==> config.mk <==
export PLATFORM = sky130hd
export DESIGN_NAME = parallel_to_serial_wrapper
export DESIGN_NICKNAME = d
export VERILOG_FILES = /design/src/rtl/pts_pkg.sv /design/src/rtl/pts_bit_counter.sv /design/src/rtl/parallel_to_serial_wrapper.sv
export SDC_FILE = /design/constraint.sdc
export NUM_CORES = 1
export LEC_CHECK = 0
export CORE_ASPECT_RATIO = 0.6
export CORE_MARGIN = 5
export CORE_UTILIZATION = 35
export DETAILED_ROUTE_END_ITERATION = 8
export PLACE_DENSITY = 0.55
export SYNTH_ARGS = -nofsm -noshare
export SYNTH_HDL_FRONTEND = slang
export SYNTH_SLANG_ARGS = --single-unit
==> constraint.sdc <==
create_clock -name Clock -period 1.75 [get_ports Clock]
set_input_delay 0.35 -clock Clock [delete_from_list [all_inputs] [get_ports Clock]]
set_output_delay 0.35 -clock Clock [all_outputs]
set_load 0.05 [all_outputs]
==> src/rtl/pts_pkg.sv <==
// Shared types and default sizing for the parallel-to-serial transmitter.
package pts_pkg;

  localparam int DEF_WIDTH    = 9;
  localparam int DEF_CNT_BITS = 8;

  typedef enum logic [1:0] {
    IDLE = 2'd0,
    SEND = 2'd1,
    DONE = 2'd2
  } state_t;

endpackage

==> src/rtl/pts_bit_counter.sv <==
// Frame bit counter: synchronous clear has priority over increment.
module pts_bit_counter #(
  parameter int CNT_BITS = 8
) (
  input  logic                clk,
  input  logic                rst_n,
  input  logic                clear,
  input  logic                inc,
  output logic [CNT_BITS-1:0] count
);

  always_ff @(posedge clk or negedge rst_n) begin
    if (!rst_n) begin
      count <= '0;
    end else if (clear) begin
      count <= '0;
    end else if (inc) begin
      count <= count + 1'b1;
    end
  end

endmodule

==> src/rtl/parallel_to_serial_wrapper.sv <==
// MSB-first parallel-to-serial transmitter for an SD DAT/CMD line.
// Define PTS_TRISTATE_EN to release serial (1'bz) whenever no frame is being sent.
module parallel_to_serial_wrapper
  import pts_pkg::*;
#(
  parameter int WIDTH    = DEF_WIDTH,
  parameter int CNT_BITS = DEF_CNT_BITS
) (
  input  logic                Clock,
  input  logic                Reset,
  input  logic                Enable,
  input  logic [CNT_BITS-1:0] framesize,
  input  logic                load_send,
  input  logic [WIDTH-1:0]    parallel,
  output logic                serial,
  output logic                complete
);

  state_t              state;
  state_t              state_nxt;
  logic [WIDTH-1:0]    shreg;
  logic [CNT_BITS-1:0] cnt;
  logic                cnt_clr;
  logic                cnt_inc;
  logic                load;
  logic                last_bit;

  assign last_bit = (cnt == (framesize - 1'b1));

  pts_bit_counter #(
    .CNT_BITS(CNT_BITS)
  ) u_bit_counter (
    .clk  (Clock),
    .rst_n(Reset),
    .clear(cnt_clr),
    .inc  (cnt_inc),
    .count(cnt)
  );

  always_ff @(posedge Clock or negedge Reset) begin
    if (!Reset) begin
      state <= IDLE;
    end else begin
      state <= state_nxt;
    end
  end

  always_comb begin
    state_nxt = state;
    cnt_clr   = 1'b0;
    cnt_inc   = 1'b0;
    load      = 1'b0;
    unique case (state)
      IDLE: begin
        if (Enable && load_send) begin
          load      = 1'b1;
          cnt_clr   = 1'b1;
          state_nxt = (framesize == '0) ? DONE : SEND;
        end
      end
      SEND: begin
        if (!Enable) begin
          state_nxt = IDLE;
        end else begin
          cnt_inc = 1'b1;
          if (last_bit) state_nxt = DONE;
        end
      end
      DONE: begin
        // Wait for load_send to drop so a held request sends only one frame.
        if (!load_send || !Enable) state_nxt = IDLE;
      end
      default: state_nxt = IDLE;
    endcase
  end

  // Ones shift in behind the data so frames longer than WIDTH pad with 1s.
  always_ff @(posedge Clock or negedge Reset) begin
    if (!Reset) begin
      shreg <= '1;
    end else if (load) begin
      shreg <= parallel;
    end else if (state == SEND) begin
      shreg <= {shreg[WIDTH-2:0], 1'b1};
    end
  end

  assign complete = (state == DONE);

`ifdef PTS_TRISTATE_EN
  assign serial = (state == SEND) ? shreg[WIDTH-1] : 1'bz;
`else
  assign serial = (state == SEND) ? shreg[WIDTH-1] : 1'b1;
`endif

endmodule

# Word level (Yosys, flattened, before mapping)
# Index checks and enable logic that the tools add are counted.
[classes]
div_mod_pow = 0
n_eq_ne = 6
reduce_logical = 9
bitwise = 0
add_sub_neg = 2
shift = 0
order_cmp = 0
n_mux = 15
n_mul = 0
[ops]
columns = ["operator", "n"]
rows = [
  ["$mux W9", 2],
  ["$mux W8", 2],
  ["$mux W2", 5],
  ["$add A8 B1 Y8 const B", 1],
  ["$eq A8 B8 Y1", 1],
  ["$logic_not A8 Y1", 1],
  ["$sub A8 B1 Y8 const B", 1],
  ["$pmux W2 S3", 1],
  ["$mux W1", 5],
  ["$reduce_bool A2 Y1", 2],
  ["$ne A3 B3 Y1 const B", 1],
  ["$reduce_and A3 Y1", 1],
  ["$eq A2 B1 Y1 const B", 1],
  ["$eq A2 B2 Y1 const B", 1],
  ["$logic_not A1 Y1", 2],
  ["$logic_not A2 Y1", 1],
  ["$ne A2 B1 Y1 const B", 1],
  ["$ne A2 B2 Y1 const B", 1],
  ["$logic_and A1 B1 Y1", 1],
  ["$logic_or A1 B1 Y1", 1],
]
[totals]
wordCells = 35
latch_bits = 0
register_bits = 19
mem_bits_rw = 0
mem_bits_ro = 0
n_memories = 0
input_bits = 21

# Longest topological paths before layout
[depth]
word_depth = 5
depth_mapped = 8
ltp_nobuf = 7

# Hierarchy
# Synthesis repeated with hierarchy kept, for this count alone.
[hier_totals]
hier_cells = 123
area_unflattened_um2 = 1173.6
[by_module_without_submodules]
columns = ["mod", "cells_each", "seq_area_each_um2", "instances", "area_per_inst_um2"]
rows = [
  ["parallel_to_serial_wrapper", 86, 286.5, 1, 777.0],
  ["pts_bit_counter", 37, 200.2, 1, 396.6],
]

# Worst setup path before layout
# Ideal clock, no wire load.
[synth_path]
path_kind = "input to register"
start = "in framesize[0]"
end = "reg state[1]"
required_ns = 1.672
stages = 8
n_path_buf = 1
arrival_ns = 1.768
setup_time_ns = 0.078
slack_ns = -0.096
cell_sequence = "inv_1 > ha_1 > buf_6 > o21bai_1 > a2111oi_1 > a311oi_1 > a2111oi_2 > o2bb2ai_1"
[synth_via]
elab_chain_len = 4
elab_cells_between_ends = 8
[synth_lines]
columns = ["item", "line", "rtl"]
rows = [
  ["start, declared", "parallel_to_serial_wrapper.sv:12", "input logic [CNT_BITS-1:0] framesize,"],
  ["$sub A8 B1 Y8 or $logic_not A8 Y1 (tied branches)", "parallel_to_serial_wrapper.sv:28, parallel_to_serial_wrapper.sv:58", ""],
  ["$eq A8 B8 Y1 or $mux W2 (tied branches)", "parallel_to_serial_wrapper.sv:28, parallel_to_serial_wrapper.sv:58", ""],
  ["$ne A3 B3 Y1 (no line) or $mux W2 (tied branches)", "--", ""],
  ["$reduce_and A3 Y1 (no line) or $pmux W2 S3 (tied branches)", "--", ""],
  ["end signal, assigned", "parallel_to_serial_wrapper.sv:44", "state <= state_nxt;"],
  ["end, declared", "parallel_to_serial_wrapper.sv:19", "state_t state;"],
]
# Parallel ways exist; a longest one is shown, timed or not. The select of a mux whose other input is x is not followed.
# A chain may end at the register's enable or synchronous reset.

# Worst setup path after layout
[layout_path]
start = "in framesize[0]"
end = "reg state[0]"
# The elaborated chain is that of the path after synthesis.

==> results.ini <==
[layout]
area_growth_pct = 41.9
finish.utilization = 0.520
layout.cells.non_filler = 216
layout-drive-gt1-share = 0.304
layout.nets = 195
antennaDiodeCount = 0

[setup_path]
setup.worst_path.end_class = flip-flop
cp.arrival_ns = 1.78
path_class = input port to flip-flop
worstPathRequired_ns = 1.88
crit_fanout = 2
worst_setup_path_start_kind = input port

[clocking]
numCtsBuffers = 3
cts.clk_slew.worst_paths_ns = 0.08
cts_tree = built
cts-root-buf = clkbuf_8
hold_buffers = 0
cts_buffer_depth = 2
clock-sinks = 19
clk_latency_ns = 0.26
htree_levels = 1

[timing]
period_share = 0.944
rsz0062_at_grt = false
final.setup.tns_ns = 0
min_period_ns = 1.65
fin_hold_ws_ns = 0.419
drv_slew = 0
hold_viol_final = 0
clock_skew_ns = 0.0112
worst_pin_slew_ns = 0.506
fmax_mhz = 605
setup_viol = 0
slew_headroom = 0.661

[floorplan]
die-area_sq_um = 4750
fp.dieH_um = 55.4
floorplan.initialDensity = 0.367
die_x_um = 85.7
coreArea_sq_um = 3280
num_rows = 16
pin_count = 23

[global_routing]
grt_antenna_before_repair = 0
grtUsageTotal = 0.129
grt_max_degree = 20
grt_pass1_vias = 1038
grt_pass1_wl_um = 4980
grt_overflow = 0

[placed_design]
gp_congestion = 0.766
hpwl_um = 2250
dp_cells = 209
portBuffers = 22

[logic_synthesis]
async_flop_share = 1.00
synth.avg_cell_area_sq_um = 9.05
synth_cell_types = 37
synthesis.nets = 156
netlist_instances = 133
synth-seq-area-share = 0.404
ys_dominant_reg_cell = dfrtp_1
syn_area_sq_um = 1200
synth.yosys.warnings = 0
synth_edf_count = 0
synth_seq_cells = 19

[route]
antenna_left = 0
vias = 1045
viasPerCell = 4.84
wl_per_cell_um = 13.1
drtIter0Drc = 54
routed_wl_um = 2840
drc = 0
dr.pass1.iters = 4

[power]
power.leakage_nw = 0.735
power.total_w = 0.00130
power.density_nw_per_um2 = 763
peakVddDrop_uv = 424

[min_path]
hp-class = input port to async pin

[status]
status = finished clean

[run]
cap_violations = 0

synth_stat cells (all sizes together), types with 4 or more instances:
cell    instances  share of area
nand2          27          0.084
nor2           15          0.047
xor2           11          0.080
dfrtp          10           0.21
dfstp           9           0.20
a22oi           8          0.050
xnor2           6          0.059
clkbuf          4          0.012
nand2b          4          0.021
nand4           4          0.021
final cells by class:
type,instances,area (sq um)
Fill cell,314,1580
Timing Repair Buffer,41,354
Clock buffer,3,41.3
Sequential cell,19,488
Multi-Input combinational cell,104,732
Inverter,3,28.8
Tap cell,45,56.3
Clock inverter,1,7.51
flip-flops by register name, summed over array words and instances (netlist names):
signal / flops
u_bit_counter.count: 8
shreg: 9
state: 2
power by group:
group	internal (W)	switching, W	leakage, nW
Sequential	0.000569	0.0000666	0.229
Clock	0.000160	0.000150	0.0217
Combinational	0.000174	0.000184	0.484
Total	0.000903	0.000401	0.735
critical path: stages:
cell       delay, ns
buf_4           0.11
inv_6           0.03
ha_4            0.14
o21bai_2        0.20
a2111oi_4       0.36
a311oi_2        0.10
a2111oi_4       0.39
o21ai_1         0.11
through the flow:
stage / instance area, sq um / setup slack (ns)
finish: 1710 / 0.0974
global route: 1710 / 0.000796
CTS: 1690 / 0.00104
detailed placement: 1600 / -0.732
global placement: 1600 / -0.665
floorplan: 1230 / -0.0478
cell usage in the layout (no fill, tap or decap), drive strengths merged:
cell,n
inv,3
clkbuf,6
nor2b,2
nand2,27
o31ai,2
nand3,2
and3,1
and2,1
dfrtp,10
xor2,11
a311oi,1
o2bb2ai,1
nand3b,2
nor2,15
a21oi,1
dfstp,9
a211oi,1
nor3,3
a21boi,1
and3b,1
nand2b,4
xnor2,6
ha,2
a2111oi,2
a31oi,1
buf,23
nand4,4
nor4,1
clkdlybuf4s50,12
o21bai,1
a22oi,8
clkinvlp,1
dlymetal6s2s,1
dlygate4sd2,2
o21ai,3
timing repair:
| action | in CTS | in global routing |
|---|---|---|
| setup buffers | 2 | 1 |
| endpoints found under the setup margin | 2 | 2 |
| resized for setup | 14 | 20 |
| pin swaps | 4 | 5 |
logic make-up after synthesis:
group	synth area share
AOI/OAI and AO/OA	0.142
xor gates and xnor gates	0.139
adders and majority gates	0.0208
buffers and inverters	0.0416
DFF	0.404
and+or+nand+nor	0.252
routing by layer:
metal  GRT usage  routed length, um
met3      0.0386                100
met2       0.194               1220
met4      0.0203                  8
met1       0.185               1510
met5           0                  0
path summary, 6_finish.rpt:
kind / startpoint / to / slack (ns) / cells after the start
worst max-delay path: framesize[0] / state[0] / 0.1 / 8
worst min-delay path: Reset / u_bit_counter.count[2] / 0.42 / 2
worst max register to register: u_bit_counter.count[7] / state[0] / 0.12 / 5
worst min register to register: shreg[8] / shreg[8] / 0.46 / 2
max in group asynchronous: Reset / shreg[7] / 1.06 / 2
min in group Clock: shreg[8] / shreg[8] / 0.46 / 2
No activity file was read; power rests on OpenSTA's default activity.
==> RTL edit 1, RTL diff (config.mk and constraints unchanged) <==
Change the package constant `DEF_CNT_BITS` from 8 to 7.
--- a/src/rtl/pts_pkg.sv
+++ b/src/rtl/pts_pkg.sv
@@ -2,7 +2,7 @@
 package pts_pkg;
 
   localparam int DEF_WIDTH    = 9;
-  localparam int DEF_CNT_BITS = 8;
+  localparam int DEF_CNT_BITS = 7;
 
   typedef enum logic [1:0] {
     IDLE = 2'd0,
Ports: changed (resized framesize); port bits go from 23 to 22. No check against the original RTL was run, so the function may have changed too.
==> RTL edit 1 against the unedited design <==
  * Worst setup slack got worse by 0.025 ns
  * Maximum frequency is 1.5% lower
  * Sequential share of layout area up 2.8 points
  * Design area is 14% lower
  * Area after synthesis is 13% lower
  * Wire length shrank 20%
  * Sequential cell count decreased by 1
  * Cell count shrank 11%
  * Power increased by 22%
  * Critical path type unchanged
  * Largest cell class unchanged
  * Largest power group unchanged
==> RTL edit 1: results (changes against the unedited design) <==
* Slowest CP cell: clkdlybuf4s50_1
* Vias in the first global route at 821 (-21%)
* Largest net degree at the start of global routing at 19 (-5.0%)
* Yosys warns at 0 (unchanged)
* Nets at 175 (-10%)
* DP HPWL at 1.82 mm (-19%)
* Postcts setup bufs at 0 (-2)
* Peak VDD IR at 0.689 mV (+63%)
* First-pass GRT wire length at 3.86 mm (-22%)
* Clock Tree Buf Depth at 2 (unchanged)
* Final WL at 2.27 mm (-20%)
* Area post-placement at 0.00142 sq mm (-12%)
* Library cells used by synthesis at 29 (-22%)
* Post-synth top cells: nand2_1 (26), nor2_1 (11), xor2_1 (10)
* Drt initial violations at 51 (-5.6%)
* Mapped Nets at 136 (-13%)
* Max Fanout on Critical Path at 5 (+3)
* Fill cells at 270 (-14%)
* Count leader, synth: nand2_1
* Setup WS pre-CTS at -0.285 ns (+0.447 ns)
* Share of cells above drive strength 1 at 23.8% (-6.6 points)
* Lkg Pwr at 0.663 nW (-9.8%)
* Port Buffer Count at 21 (-4.5%)
* Top flop regs: shreg (9), u_bit_counter.count (7), state (2)
* Arrival @ worst endpoint at 1.87 ns (+0.09 ns)
* CP top delay family: buffers and inverters
* Outcome: completed
* Vias at 883 (-16%)
* Total Routing Usage GR at 12.2% (-0.71 points)
* GPL Wtd Cong at 0.764 (-0.22%)
* Worst-Margin Slew at 0.526 ns (+0.0203 ns)
* Max stage delay on crit path at 0.43 ns (+0.04 ns)
* Post-synthesis sequential area ratio at 44.2% (+3.8 points)
* Setup Skew at 0.00581 ns (-0.00539 ns)
==> RTL edit 1: changes by cell type in the layout (fill, tap and decap cells not counted), moves of 3 or more <==
cell and delta:
clkdlybuf4s50_1 +7, buf_4 -4, nor2_1 -4, clkbuf_2 -3, nand2b_1 -3, nand4_1 -3
==> RTL edit 1: final timing paths <==
kind,end,slack (ns),cells after the start,startpoint
setup / recovery,state[1],0.07,8,framesize[1]
hold / removal,u_bit_counter.count[3],0.42,2,Reset
setup reg to reg,u_bit_counter.count[5],0.31,5,state[1]
hold reg to reg,shreg[4],0.46,2,shreg[4]
max in group asynchronous,shreg[4],1.07,2,Reset
min in group Clock,shreg[4],0.46,2,shreg[4]
==> RTL edit 1: layout make-up <==
cell class              instances  area (sq um)  share of cell area [%]
clock buffers                   4          45.0                    3.06
flip-flops and latches         18           462                    31.4
well taps                      42          52.6                    3.57
repair buffers                 37           338                    23.0
multi-input cells              89           563                    38.3
inverters                       3          11.3                   0.765
==> RTL edit 1: what timing repair did <==
item / 4_1_cts / 5_1_grt
cloned: 0 / 0
resized for setup: 2 / 2
pin swaps: 0 / 1
endpoints found under the setup margin: 1 / 2
hold endpoints to repair: 0 / 0
==> RTL edit 1: metal layers <==
metal	wire length [microns]	track usage [%]	share of wire, %	up-vias
met5	0	0	0	-
met4	17	2.53	0.75	0
met3	111	4.47	4.9	2
met2	929	16.6	41	15
met1	1210	18.0	53	405
li1	-	-	-	461
==> RTL edit 1: logic make-up (layout without fill, tap and decap cells) <==
kind of cell / count (synthesis) / count (layout) / share of synthesized area (%)
simple gates: 52 / 52 / 24.1
compound gates: 18 / 18 / 11.6
flops: 18 / 18 / 44.2
xor+xnor: 15 / 15 / 12.6
buf+inv: 6 / 44 / 2.99
fa+ha+maj: 3 / 3 / 3.59
mux: 1 / 1 / 0.958
==> RTL edit 1: per-stage QoR <==
stage	TNS (ns)	cells
2_1_floorplan	0	113
3_3_place_gp	-0.452	189
3_5_place_dp	-0.644	189
4_1_cts	0	193
5_1_grt	-0.00726	193
6_report	0	193
==> RTL edit 1: power breakdown <==
part           leakage (nW)  internal [W]  switching [W]
logic                 0.425      0.000263       0.000299
registers             0.215      0.000622       0.000115
clock network        0.0228      0.000161       0.000128
total                 0.663       0.00105       0.000542
==> RTL edit 2, RTL diff (same flow settings) <==
Without the edit above. The 3 states of `state_t` get a one-hot encoding in 3 bits.
--- a/src/rtl/pts_pkg.sv
+++ b/src/rtl/pts_pkg.sv
@@ -4,10 +4,10 @@
   localparam int DEF_WIDTH    = 9;
   localparam int DEF_CNT_BITS = 8;
 
-  typedef enum logic [1:0] {
-    IDLE = 2'd0,
-    SEND = 2'd1,
-    DONE = 2'd2
+  typedef enum logic [2:0] {
+    IDLE = 3'b001,
+    SEND = 3'b010,
+    DONE = 3'b100
   } state_t;
 
 endpackage
Function: same outputs for any inputs over 10 cycles, from zero or initial values and one cycle with Reset low; not proved beyond that.
==> RTL edit 2 against the unedited design <==
  * Combinational power fell by 29%
  * Largest cell class unchanged
  * Design area grew 8.1%
  * Global-route usage rose by 1.6 points
  * Power fell by 11%
  * Area after synthesis rose by 1.8%
  * Sequential power fell by 5.4%
  * Wire length is 15% higher
  * Non-clock buffer count increased by 6
  * Worst setup slack got worse by 0.30 ns
  * The run now ends with negative setup slack left
  * Sequential cell count grew 1
==> RTL edit 2: results (changes against the unedited design) <==
* Outcome: finished with violations
* Failing checks: negative setup slack
* Setup WS pre-CTS at -1.01 ns (-0.275 ns)
* Post-synthesis sequential area ratio at 41.9% (+1.4 points)
* Library cells used by synthesis at 38 (+2.7%)
* Post-route setup TNS at -0.343 ns (-0.343 ns)
* Clk Latency, worst-skew pair at 0.25 ns
* Post-synth top cells: nand2_1 (21), nor2_1 (14), dfrtp_1 (10), dfstp_2 (10), xnor2_1 (8)
* Mapped Nets at 156 (unchanged)
* First-pass GRT wire length at 5.58 mm (+12%)
* Setup Skew at 0.00167 ns (-0.00953 ns)
* Final hold slack at 0.437 ns (+0.0174 ns)
* Final WL at 3.25 mm (+15%)
* Root Buffer: clkbuf_8
* GPL Wtd Cong at 0.762 (-0.52%)
* Nets at 204 (+4.6%)
* Fill cells at 294 (-6.4%)
* Peak VDD IR at 0.467 mV (+10%)
* Worst R2R End: state[1]
* Max-cap viol count at 0 (unchanged)
* Arrival @ worst endpoint at 2.10 ns (+0.32 ns)
* DP HPWL at 2.56 mm (+14%)
* R2R Setup Slk at -0.14 ns (-0.26 ns)
* Lkg Pwr at 0.818 nW (+11%)
* Max Fanout on Critical Path at 5 (+3)
* Largest cells by area after synthesis: dfstp_2 (21%), dfrtp_1 (20%), nand2_1 (6.4%)
* Top flop regs: shreg (9), u_bit_counter.count (8), state (3)
* Worst-Margin Slew at 0.286 ns (-0.220 ns)
* FF-to-FF Start: u_bit_counter.count[3]
* Ys flop type: dfstp_2
* Share of cells above drive strength 1 at 34.4% (+4.0 points)
* Drt initial violations at 50 (-7.4%)
* Final worst slack at -0.205 ns (-0.302 ns)
* # setup viols final at 2 (+2)
* Vias per cell at 4.93 (+2.0%)
* Total Routing Usage GR at 14.5% (+1.6 points)
* Largest net degree at the start of global routing at 21 (+5.0%)
RTL edit 2: routing by layer:
layer | wire length (microns) | GRT usage, % | vias to the layer above
met4 | 8 | 2.00 | 0
met5 | 0 | 0 | -
li1 | - | - | 562
met1 | 1690 | 22.4 | 519
met3 | 178 | 3.85 | 2
met2 | 1380 | 20.4 | 27
RTL edit 2: final cells by class:
class	count	share of cell area, %
Tap cell	45	3.05
Timing Repair Buffer	47	23.5
Clock buffer	4	2.44
Inverter	4	1.76
Multi-Input combinational cell	105	41.5
Sequential cell	20	27.8
RTL edit 2: per-stage QoR:
stage | area [sq um] | power, W | std cells | utilization, %
after floorplan | 1260 | 0.000714 | 133 | -
after global placement | 1720 | 0.000839 | 219 | 51.9
after detailed placement | 1720 | 0.000847 | 219 | 51.9
after CTS | 1820 | 0.00117 | 224 | 55.0
after global routing | 1850 | 0.00123 | 225 | 55.9
final | 1850 | 0.00116 | 225 | 55.9
RTL edit 2: how the worst max path moves through the flow:
| stage | start | end | slack, ns | depth (start not counted) |
|---|---|---|---|---|
| 2_1_floorplan | framesize[1] | state[1] | -0.29 | 7 |
| 3_3_place_gp | framesize[1] | state[1] | -0.96 | 8 |
| 3_5_place_dp | framesize[1] | state[1] | -1.01 | 8 |
| 4_1_cts | framesize[0] | state[1] | -0.24 | 8 |
| 5_1_grt | framesize[1] | state[1] | -0.26 | 8 |
| 6_report | framesize[1] | state[1] | -0.20 | 8 |
RTL edit 2: logic make-up (layout without fill, tap and decap cells):
logic type	after synthesis	count (layout)	share of synthesized area, %
flip-flops	20	20	41.9
AO/OA/AOI/OAI	24	24	13.2
XOR/XNOR	15	15	10.7
multiplexers	1	1	0.817
adder cells (fa/ha/maj)	2	2	2.04
buffers and inverters	8	55	2.45
AND/OR/NAND/NOR	63	63	28.9
RTL edit 2: what timing repair did:
item                                    4_1_cts  5_1_grt
resized for setup                            33        8
endpoints found under the hold margin         0        0
buffers inserted                              1        1
hold buffers                                  0        0
pin swaps                                     7        6
endpoints found under the setup margin        4        3
RTL edit 2: critical path, cell delays in order:
cell	delay, ns
buf_12	0.11
inv_12	0.04
ha_4	0.11
or4b_4	0.49
nor2_2	0.10
o22ai_1	0.07
or4b_4	0.55
a211o_1	0.27
RTL edit 2: report_power, final:
part / internal [W] / switching [W] / leakage (nW)
logic: 0.000137 / 0.000116 / 0.552
registers: 0.000560 / 0.0000403 / 0.243
clock network: 0.000162 / 0.000146 / 0.0228
